===== config.mk =====
export PLATFORM = sky130hd
export DESIGN_NAME = seq_mult
export DESIGN_NICKNAME = d
export VERILOG_FILES = /design/src/rtl/seq_mult.sv
export SDC_FILE = /design/constraint.sdc
export NUM_CORES = 1
export LEC_CHECK = 0
export ABC_AREA = 1
export BUFFER_PORTS_ARGS = -buffer_cell sky130_fd_sc_hd__buf_2
export CAP_MARGIN = 15
export CORE_MARGIN = 2
export CORE_UTILIZATION = 23
export CTS_CLUSTER_SIZE = 25
export DETAILED_ROUTE_END_ITERATION = 7
export PLACE_DENSITY_LB_ADDON = 0.05
export SETUP_SLACK_MARGIN = 0.15
export SYNTH_ARGS = -nofsm -noshare
export SYNTH_HDL_FRONTEND = slang
export SYNTH_SLANG_ARGS = --single-unit

===== constraint.sdc =====
create_clock -name clk -period 6.1 [get_ports clk]
set_input_delay 0 -clock clk [delete_from_list [all_inputs] [get_ports clk]]
set_output_delay 0 -clock clk [all_outputs]
set_load 0.03 [all_outputs]

===== src/rtl/seq_mult.sv =====
// Sequential shift-add multiplier: one partial product per clock, unsigned or
// two's-complement operands, valid/ready handshakes on both sides.
module seq_mult #(
  parameter int WIDTH = 4
) (
  input  logic               clk,
  input  logic               rst_n,
  input  logic               in_valid,
  output logic               in_ready,
  input  logic [WIDTH-1:0]   A,
  input  logic [WIDTH-1:0]   B,
  input  logic               signed_mode,
  output logic               out_valid,
  input  logic               out_ready,
  output logic [2*WIDTH-1:0] P
);

  localparam int PW = 2 * WIDTH;
  localparam int CW = $clog2(WIDTH + 1);

  typedef enum logic [1:0] {IDLE, CALC, DONE} state_t;

  state_t          state, state_nx;
  logic [PW-1:0]   ma, acc, acc_sum, p_r;
  logic [WIDTH-1:0] mb, abs_a, abs_b;
  logic [CW-1:0]   cnt;
  logic            neg, last;

  // Magnitudes are WIDTH-bit unsigned, so the most negative value maps to 2^(WIDTH-1).
  always_comb begin
    abs_a   = (signed_mode && A[WIDTH-1]) ? -A : A;
    abs_b   = (signed_mode && B[WIDTH-1]) ? -B : B;
    acc_sum = acc + (mb[0] ? ma : '0);
    last    = (cnt == CW'(WIDTH - 1));
  end

  always_ff @(posedge clk or negedge rst_n) begin
    if (!rst_n) state <= IDLE;
    else        state <= state_nx;
  end

  always_comb begin
    state_nx  = state;
    in_ready  = 1'b0;
    out_valid = 1'b0;
    unique case (state)
      IDLE: begin
        in_ready = 1'b1;
        if (in_valid) state_nx = CALC;
      end
      CALC: begin
        if (last) state_nx = DONE;
      end
      DONE: begin
        out_valid = 1'b1;
        if (out_ready) state_nx = IDLE;
      end
      default: state_nx = IDLE;
    endcase
  end

  // The multiplicand register shifts left each cycle, equivalent to ma<<cnt.
  always_ff @(posedge clk or negedge rst_n) begin
    if (!rst_n) begin
      ma  <= '0;
      mb  <= '0;
      acc <= '0;
      cnt <= '0;
      neg <= 1'b0;
      p_r <= '0;
    end else begin
      if (state == IDLE && in_valid) begin
        ma  <= PW'(abs_a);
        mb  <= abs_b;
        acc <= '0;
        cnt <= '0;
        neg <= signed_mode & (A[WIDTH-1] ^ B[WIDTH-1]);
      end else if (state == CALC) begin
        acc <= acc_sum;
        ma  <= ma << 1;
        mb  <= mb >> 1;
        cnt <= cnt + CW'(1);
        if (last) p_r <= neg ? -acc_sum : acc_sum;
      end
    end
  end

  assign P = p_r;

endmodule

==> results of run 1 <==
synthesized netlist by cell type, types with 3 or more instances:
library cell  number  area share [%]
buf_6              3             1.6
o22ai_1            4             1.2
nor2_2             4             1.2
xor2_1             4             1.6
inv_1             36             6.2
ha_1              12             6.9
inv_2              8             1.4
o21ai_0           18             4.2
nand2_2           10             2.9
a21oi_1           10             2.3
nand3_1           12             2.8
dfrtp_1           34              39
nor2_1             8             1.4
nand2_1           58              10
nor2_4             3             1.6
o21ai_1            7             1.6
nand3_2            6             2.8
layout make-up:
class	instances	area share [%]
sequential	34	34.3
inverter	45	6.91
clock inverter	2	0.504
timing repair buffer	25	5.65
tap	111	5.59
multi-input combinational	177	43.7
clock buffer	6	3.33
power by group:
group | leakage, nW | total [mW] | switching [mW] | internal [mW]
combinational | 0.795 | 0.826 | 0.544 | 0.282
sequential | 0.431 | 0.400 | 0.0727 | 0.327
clock | 0.0472 | 0.181 | 0.0906 | 0.0909
cells in the final DEF, fill, tap and decap left out, drive strengths merged, types with 3 or more instances in the layout:
master | synthesis | layout
o22ai | 5 | 5
o31ai | 4 | 4
dlygate4sd3 | 0 | 3
nand2 | 68 | 68
buf | 7 | 22
a21oi | 10 | 10
xor2 | 4 | 4
clkbuf | 0 | 6
inv | 45 | 45
dfrtp | 34 | 34
nand3 | 18 | 18
o21ai | 27 | 27
nor2 | 16 | 16
ha | 12 | 12
repair_timing:
action,4_1_cts,5_1_grt
hold buffers,3,0
setup buffers,0,0
endpoints found under the hold margin,36,0
worst min-delay path, cell delays in order:
cell	delay, ps
buf_2	100
inv_1	70
o21ai_0	90
registers in the layout, indices dropped and copies added, names as in the netlist:
signal  flops
P           8
neg         1
ma          8
acc         8
mb          4
cnt         3
state       2
per-layer routing:
metal  vias to the layer above  track usage, %  part of all wire, %
li1                        905               -                    -
met1                       764            15.2                   50
met4                         0            3.43                  1.1
met3                         4            2.29                  2.5
met2                        17            18.5                   46
met5                         -               0                    0
per-stage QoR:
stage               util (%)  cell area, um^2  cells  hold WS, ps
floorplan                  -             2170    263         -296
global placement        25.6             2360    389          161
detailed placement      25.6             2360    389          158
CTS                     27.0             2480    400         13.5
global route            27.0             2480    400         47.7
finish                  27.0             2480    400         20.3
worst paths after layout:
| path | cells past startpoint | from | to |
|---|---|---|---|
| worst min-delay path | 3 | A[0] | ma[0] |
| worst max register to register | 15 | mb[0] | P[6] |
| min in group asynchronous | 2 | rst_n | P[7] |
| worst max-delay path | 15 | mb[0] | P[6] |
| worst min register to register | 2 | P[6] | P[6] |
| max in group asynchronous | 2 | rst_n | cnt[2] |
kinds of logic (layout without fill, tap and decap cells):
logic type | count (synthesis) | count (layout) | synth area share [%]
compound gates | 54 | 54 | 15.9
fa+ha+maj | 13 | 13 | 7.85
buf+inv | 52 | 78 | 10.6
simple gates | 106 | 106 | 24.7
xor+xnor | 4 | 4 | 1.62
flops | 34 | 34 | 39.3
==> impl_metrics.csv, run 1 <==
group,metric,value,unit
finish,antenna_cells,0,
setup_path,slowest_delay,490,ps
setup_path,rrSetupSlack,3760,ps
detailed_routing,route.detailed.drc,0,
timing,finalHoldViolCount,0,
clock_network,htree_levels,2,
global_route,first_global_vias,1796,
global_route,grt_start_max_net_pins,35,
clock_network,cts_tree,"built",
global_route,grt_first_pass_wirelength,8980,um
setup_path,path_buf_inv,3,
clock_network,clkLatencyLatePin,290,ps
detailed_routing,first_iter_violations,48,
setup_path,cp-end-kind,"register",
finish,nets,314,
power_and_ir_drop,ir_drop,0.000191,V
finish,syn2layout_area_growth,14.5,%
setup_path,crit_family,"adder cells",
synthesis,post_synth.cell_area_avg,8.24,um^2
timing,finalCriticalPeriod,2340,ps
placement,dpl.hpwl,3860,um
timing,tightest_slew,811,ps
synthesis,syn-num-nets,289,
clock_network,cts_resized,0,
global_route,antenna_found_initial,0,
timing,fin_skew,7.12,ps
global_route,overflow,0,
timing,finalCritPeriodShare,38.4,%
floorplan,row_count,35,
synthesis,ys_async_sr_fraction,100,%
floorplan,core,9200,um^2
timing,slew_headroom,45.9,%
setup_path,crit_required,6290,ps
status,status,"finished, final reports clean",
detailed_routing,dr.pass1.iters,4,
synthesis,synth_edf_count,0,
setup_path,path_max_fanout,9,
global_route,grt_use_total,11.4,%
setup_path,worstSetupPathType,"reg -> reg",
placement,dp_slack,3750,ps
synthesis,syn_inst,263,
setup_path,path_cells,"nand2_1 > inv_1 > ha_1 > fa_1 > inv_1 > ha_1 > inv_1 > nor2_2 > nand3_2 > nor2_2 > nand2_1 > nand2_1 > nand2_1 > nand3_1 > nand2_1",
floorplan,start_util,23.6,%
synthesis,ys_seq_elements,34,
detailed_routing,wl_per_cell,12.8,um
finish,register_area,851,um^2
timing,rsz0062_at_grt,"false",
hold_path,min_path_type,"in -> reg",
floorplan,die-area,10200,um^2
flow_run,maxCapViolations,0,
clock_network,cts_sinks,34,
placement,routabilityCongestion,0.710,
setup_path,cp.arrival,2530,ps
detailed_routing,ant_nets,0,
timing,final_max_slew_viol_count,0,
timing,setup_ws,3760,ps
timing,setup_tns,0,ps
setup_path,cp_slowest_cell,"dfrtp_1",
detailed_routing,routed_wl,5120,um
floorplan,pin_count,23,
synthesis,ys_types,36,
synthesis,synth-main-ff-cell,"dfrtp_1",
synthesis,ys_seq_area_share,39.3,%
floorplan,die_w,101,um
clock_network,cts_buffers,5,
detailed_routing,vias,1690,
timing,setup_viol,0,
synthesis,yosysWarnings,0,
clock_network,clockBufferDepth,2,
setup_path,cpMostUsedCell,"nand2_1",
setup_path,start_kind,"register",
clock_network,clk_pin_slew,80,ps
clock_network,root_buffer,"clkbuf_8",
timing,max_freq,0.427,GHz
finish,multi_input_area,1090,um^2
finish,fillerInstances,1042,
detailed_routing,via_per_inst,4.23,
power_and_ir_drop,finalPower,1.41,mW
synthesis,synth_area,2170,um^2
finish,drive_gt1_share,24.6,%
placement,io_buffers,22,
power_and_ir_drop,leakage,1.27,nW
power_and_ir_drop,pwr_density_cell,567,nW/um^2
floorplan,die_y,101,um
Power figures use the tool's default switching activity.
==> inputs of run 2 (changes only) <==
Settings changed: ABC_AREA 1 to 0.
Clock period 6.1 ns to 2.3 ns, I/O delays scaled along.
==> run 2 against run 1 <==
Net effect:
- the flow now finishes with violations (negative hold slack, negative setup slack)
- largest cell class unchanged
- clock power grew to 3.0 times the previous value
- flip-flop and latch count stayed put
- synthesized cell count is 15% lower
- non-clock buffer count is 30 higher
- hold slack worse by 26 ps
- routed wire length is 0.20% lower
- combinational power grew to 3.5 times the previous value
- setup slack worse by 4000 ps
- largest power group unchanged
- first-iteration DRC count is 8.3% lower
- maximum frequency is 8.1% lower
==> impl_metrics.csv, run 2 <==
group,metric,value,unit
status,status,"finished, violations left",
status,violations,"negative hold slack, negative setup slack",
clock_network,cts_tree,"built",
timing,tightest_slew,821,ps
detailed_routing,route.detailed.drc,0,
detailed_routing,dr.pass1.iters,4,
floorplan,die_w,97.0,um
timing,finalCritPeriodShare,111,%
floorplan,core,8300,um^2
power_and_ir_drop,pwr_density_cell,1630,nW/um^2
floorplan,pin_count,23,
clock_network,clk_pin_slew,80,ps
detailed_routing,routed_wl,5110,um
power_and_ir_drop,leakage,1.29,nW
detailed_routing,wl_met3,123,um
placement,dp_slack,-282,ps
detailed_routing,routedLengthMet1,2540,um
detailed_routing,via_per_inst,4.39,
timing,whs,-5.82,ps
setup_path,start_kind,"register",
floorplan,row_count,33,
synthesis,syn-num-nets,249,
setup_path,rrSetupSlack,-250,ps
hold_path,hold_path_end,"mb[0]",
synthesis,synth.top_cell.area_share,42.8,%
synthesis,yosys-top-cells-area,"dfrtp_1 43%, nand2_1 8.7%, ha_1 7.6%, o21ai_0 6.0%, nand3_1 3.8%",
synthesis,synth.most_common_cell,"nand2_1",
clock_network,root_buffer,"clkbuf_8",
timing,fin_skew,8.62,ps
clock_network,cts_sinks,34,
clock_network,cts_buffers,5,
setup_path,path_max_fanout,3,
timing,setup_ws,-247,ps
placement,routabilityCongestion,0.672,
hold_path,min_path_type,"in -> reg",
synthesis,synth_area,1990,um^2
synthesis,yosysWarnings,0,
detailed_routing,wl_per_cell,13.4,um
setup_path,cp-end-kind,"register",
clock_network,clockBufferDepth,2,
finish,nets,301,
synthesis,ys_seq_area_share,42.8,%
placement,dpl.hpwl,3500,um
timing,rsz0062_at_grt,"true",
finish,antenna_cells,0,
synthesis,synth-main-ff-cell,"dfrtp_1",
setup_path,timing.rr.start,"ma[0]",
timing,final_max_slew_viol_count,0,
timing,finalHoldViolCount,1,
setup_path,crit_required,2460,ps
floorplan,start_util,24.0,%
synthesis,synth_common_cells,"46 x nand2_1, 34 x dfrtp_1, 24 x o21ai_0",
detailed_routing,top_layer,"met4",
finish,layout_common_cells,"43 x nand2_1, 34 x dfrtp_1, 28 x buf_4",
global_route,grt_start_max_net_pins,35,
clock_network,clkLatencyLatePin,290,ps
hold_path,worstHoldPathCells,3,
synthesis,ys_seq_elements,34,
global_route,grt_first_pass_wirelength,8420,um
flow_run,maxCapViolations,0,
finish,fillerInstances,878,
setup_path,worstSetupPathType,"reg -> reg",
finish,syn2layout_area_growth,38.1,%
detailed_routing,wl_met2,2380,um
synthesis,synth_edf_count,0,
finish,drive_gt1_share,33.3,%
timing,max_freq,0.393,GHz
synthesis,yosysTopAreaCell,"dfrtp_1",
detailed_routing,ant_nets,0,
setup_path,rr_worst_depth,9,
global_route,grt_use_total,11.2,%
timing,setup_tns,-506,ps
global_route,antenna_found_initial,0,
global_route,first_global_vias,1636,
finish,final_common_cell,"nand2_1",
synthesis,post_synth.cell_area_avg,8.92,um^2
global_route,overflow,0,
synthesis,ys_async_sr_fraction,100,%
floorplan,die-area,9400,um^2
power_and_ir_drop,ir_drop,0.000404,V
setup_path,rr_endpoint,"P[7]",
floorplan,die_y,97.0,um
clock_network,htree_levels,2,
detailed_routing,vias,1673,
setup_path,cp.arrival,2710,ps
timing,setup_viol,4,
synthesis,syn_inst,223,
synthesis,ys_types,36,
placement,io_buffers,22,
hold_path,hp-start,"B[0]",
timing,finalCriticalPeriod,2550,ps
timing,slew_headroom,45.2,%
detailed_routing,first_iter_violations,44,
run 2: changes by cell type after synthesis, sizes merged, moves of 5 or more:
cell    before  now
clkbuf       0   10
buf          7    0
inv         45    8
nand2       68   46
xnor2        0    7
and2         1    8
a21oi       10    4
o22ai        5    0
nor2        16   10
run 2: per-stage QoR:
step | util [%] | hold slack [ps] | cells | instance area [um^2] | power (mW)
final | 33.1 | -5.82 | 381 | 2750 | 4.48
after global routing | 33.1 | 13.1 | 381 | 2750 | 4.90
after CTS | 31.9 | 1.70 | 379 | 2650 | 4.30
after detailed placement | 28.9 | 161 | 367 | 2400 | 3.48
after global placement | 28.9 | 166 | 367 | 2400 | 3.49
after floorplan | - | -296 | 223 | 1990 | 2.53
run 2: kinds of logic (layout without fill, tap and decap cells):
kind of cell               count (synthesis)  after routing  share of synthesized area (%)
xor gates and xnor gates                  14             14                           6.17
and+or+nand+nor                           93             93                           21.6
DFF                                       34             34                           42.8
buffers and inverters                     18             71                           3.40
AOI/OAI and AO/OA                         49             49                           16.5
muxes                                      2              2                           1.01
adders and majority gates                 13             13                           8.56
run 2: where the power goes:
group	internal, mW	switching, mW	total [mW]
logic	1.40	1.50	2.90
registers	0.865	0.184	1.05
clock network	0.303	0.236	0.539
run 2: cell type report:
class | count | area (um^2) | area share (%)
sequential | 34 | 851 | 31.0
multi-input combinational | 171 | 1250 | 45.6
tap | 105 | 131 | 4.78
clock buffer | 8 | 110 | 4.01
inverter | 8 | 30.0 | 1.09
timing repair buffer | 55 | 373 | 13.6
run 2: worst max-delay path by stage:
stage | from | to | slack, ps | depth (start not counted)
after floorplan | mb[0] | P[7] | -250 | 9
after global placement | ma[0] | P[7] | -270 | 9
after detailed placement | ma[0] | P[7] | -280 | 9
after CTS | ma[0] | P[7] | -220 | 9
after global routing | ma[0] | P[7] | -360 | 9
final | ma[0] | P[7] | -250 | 9
run 2: metal layers:
metal	up-vias	GRT usage, %
met2	18	18.3
met5	-	0
met4	0	3.58
li1	865	-
met3	7	2.24
met1	783	14.9
run 2: what timing repair did:
action | 4_1_cts | 5_1_grt
endpoints found under the setup margin | 8 | 9
resized for setup | 14 | 18
setup buffers | 1 | 2
hold buffers | 3 | 0
endpoints found under the hold margin | 36 | 0
pin swaps | 8 | 6
run 2: worst max-delay path, cell delays in order (launching register included):
cell and delay (ps):
dfrtp_1 380, and2_4 160, ha_4 160, fa_2 370
a211oi_4 290, nor4b_2 80, or4_4 510, o41ai_4 230
xnor2_1 170, o21ai_2 60
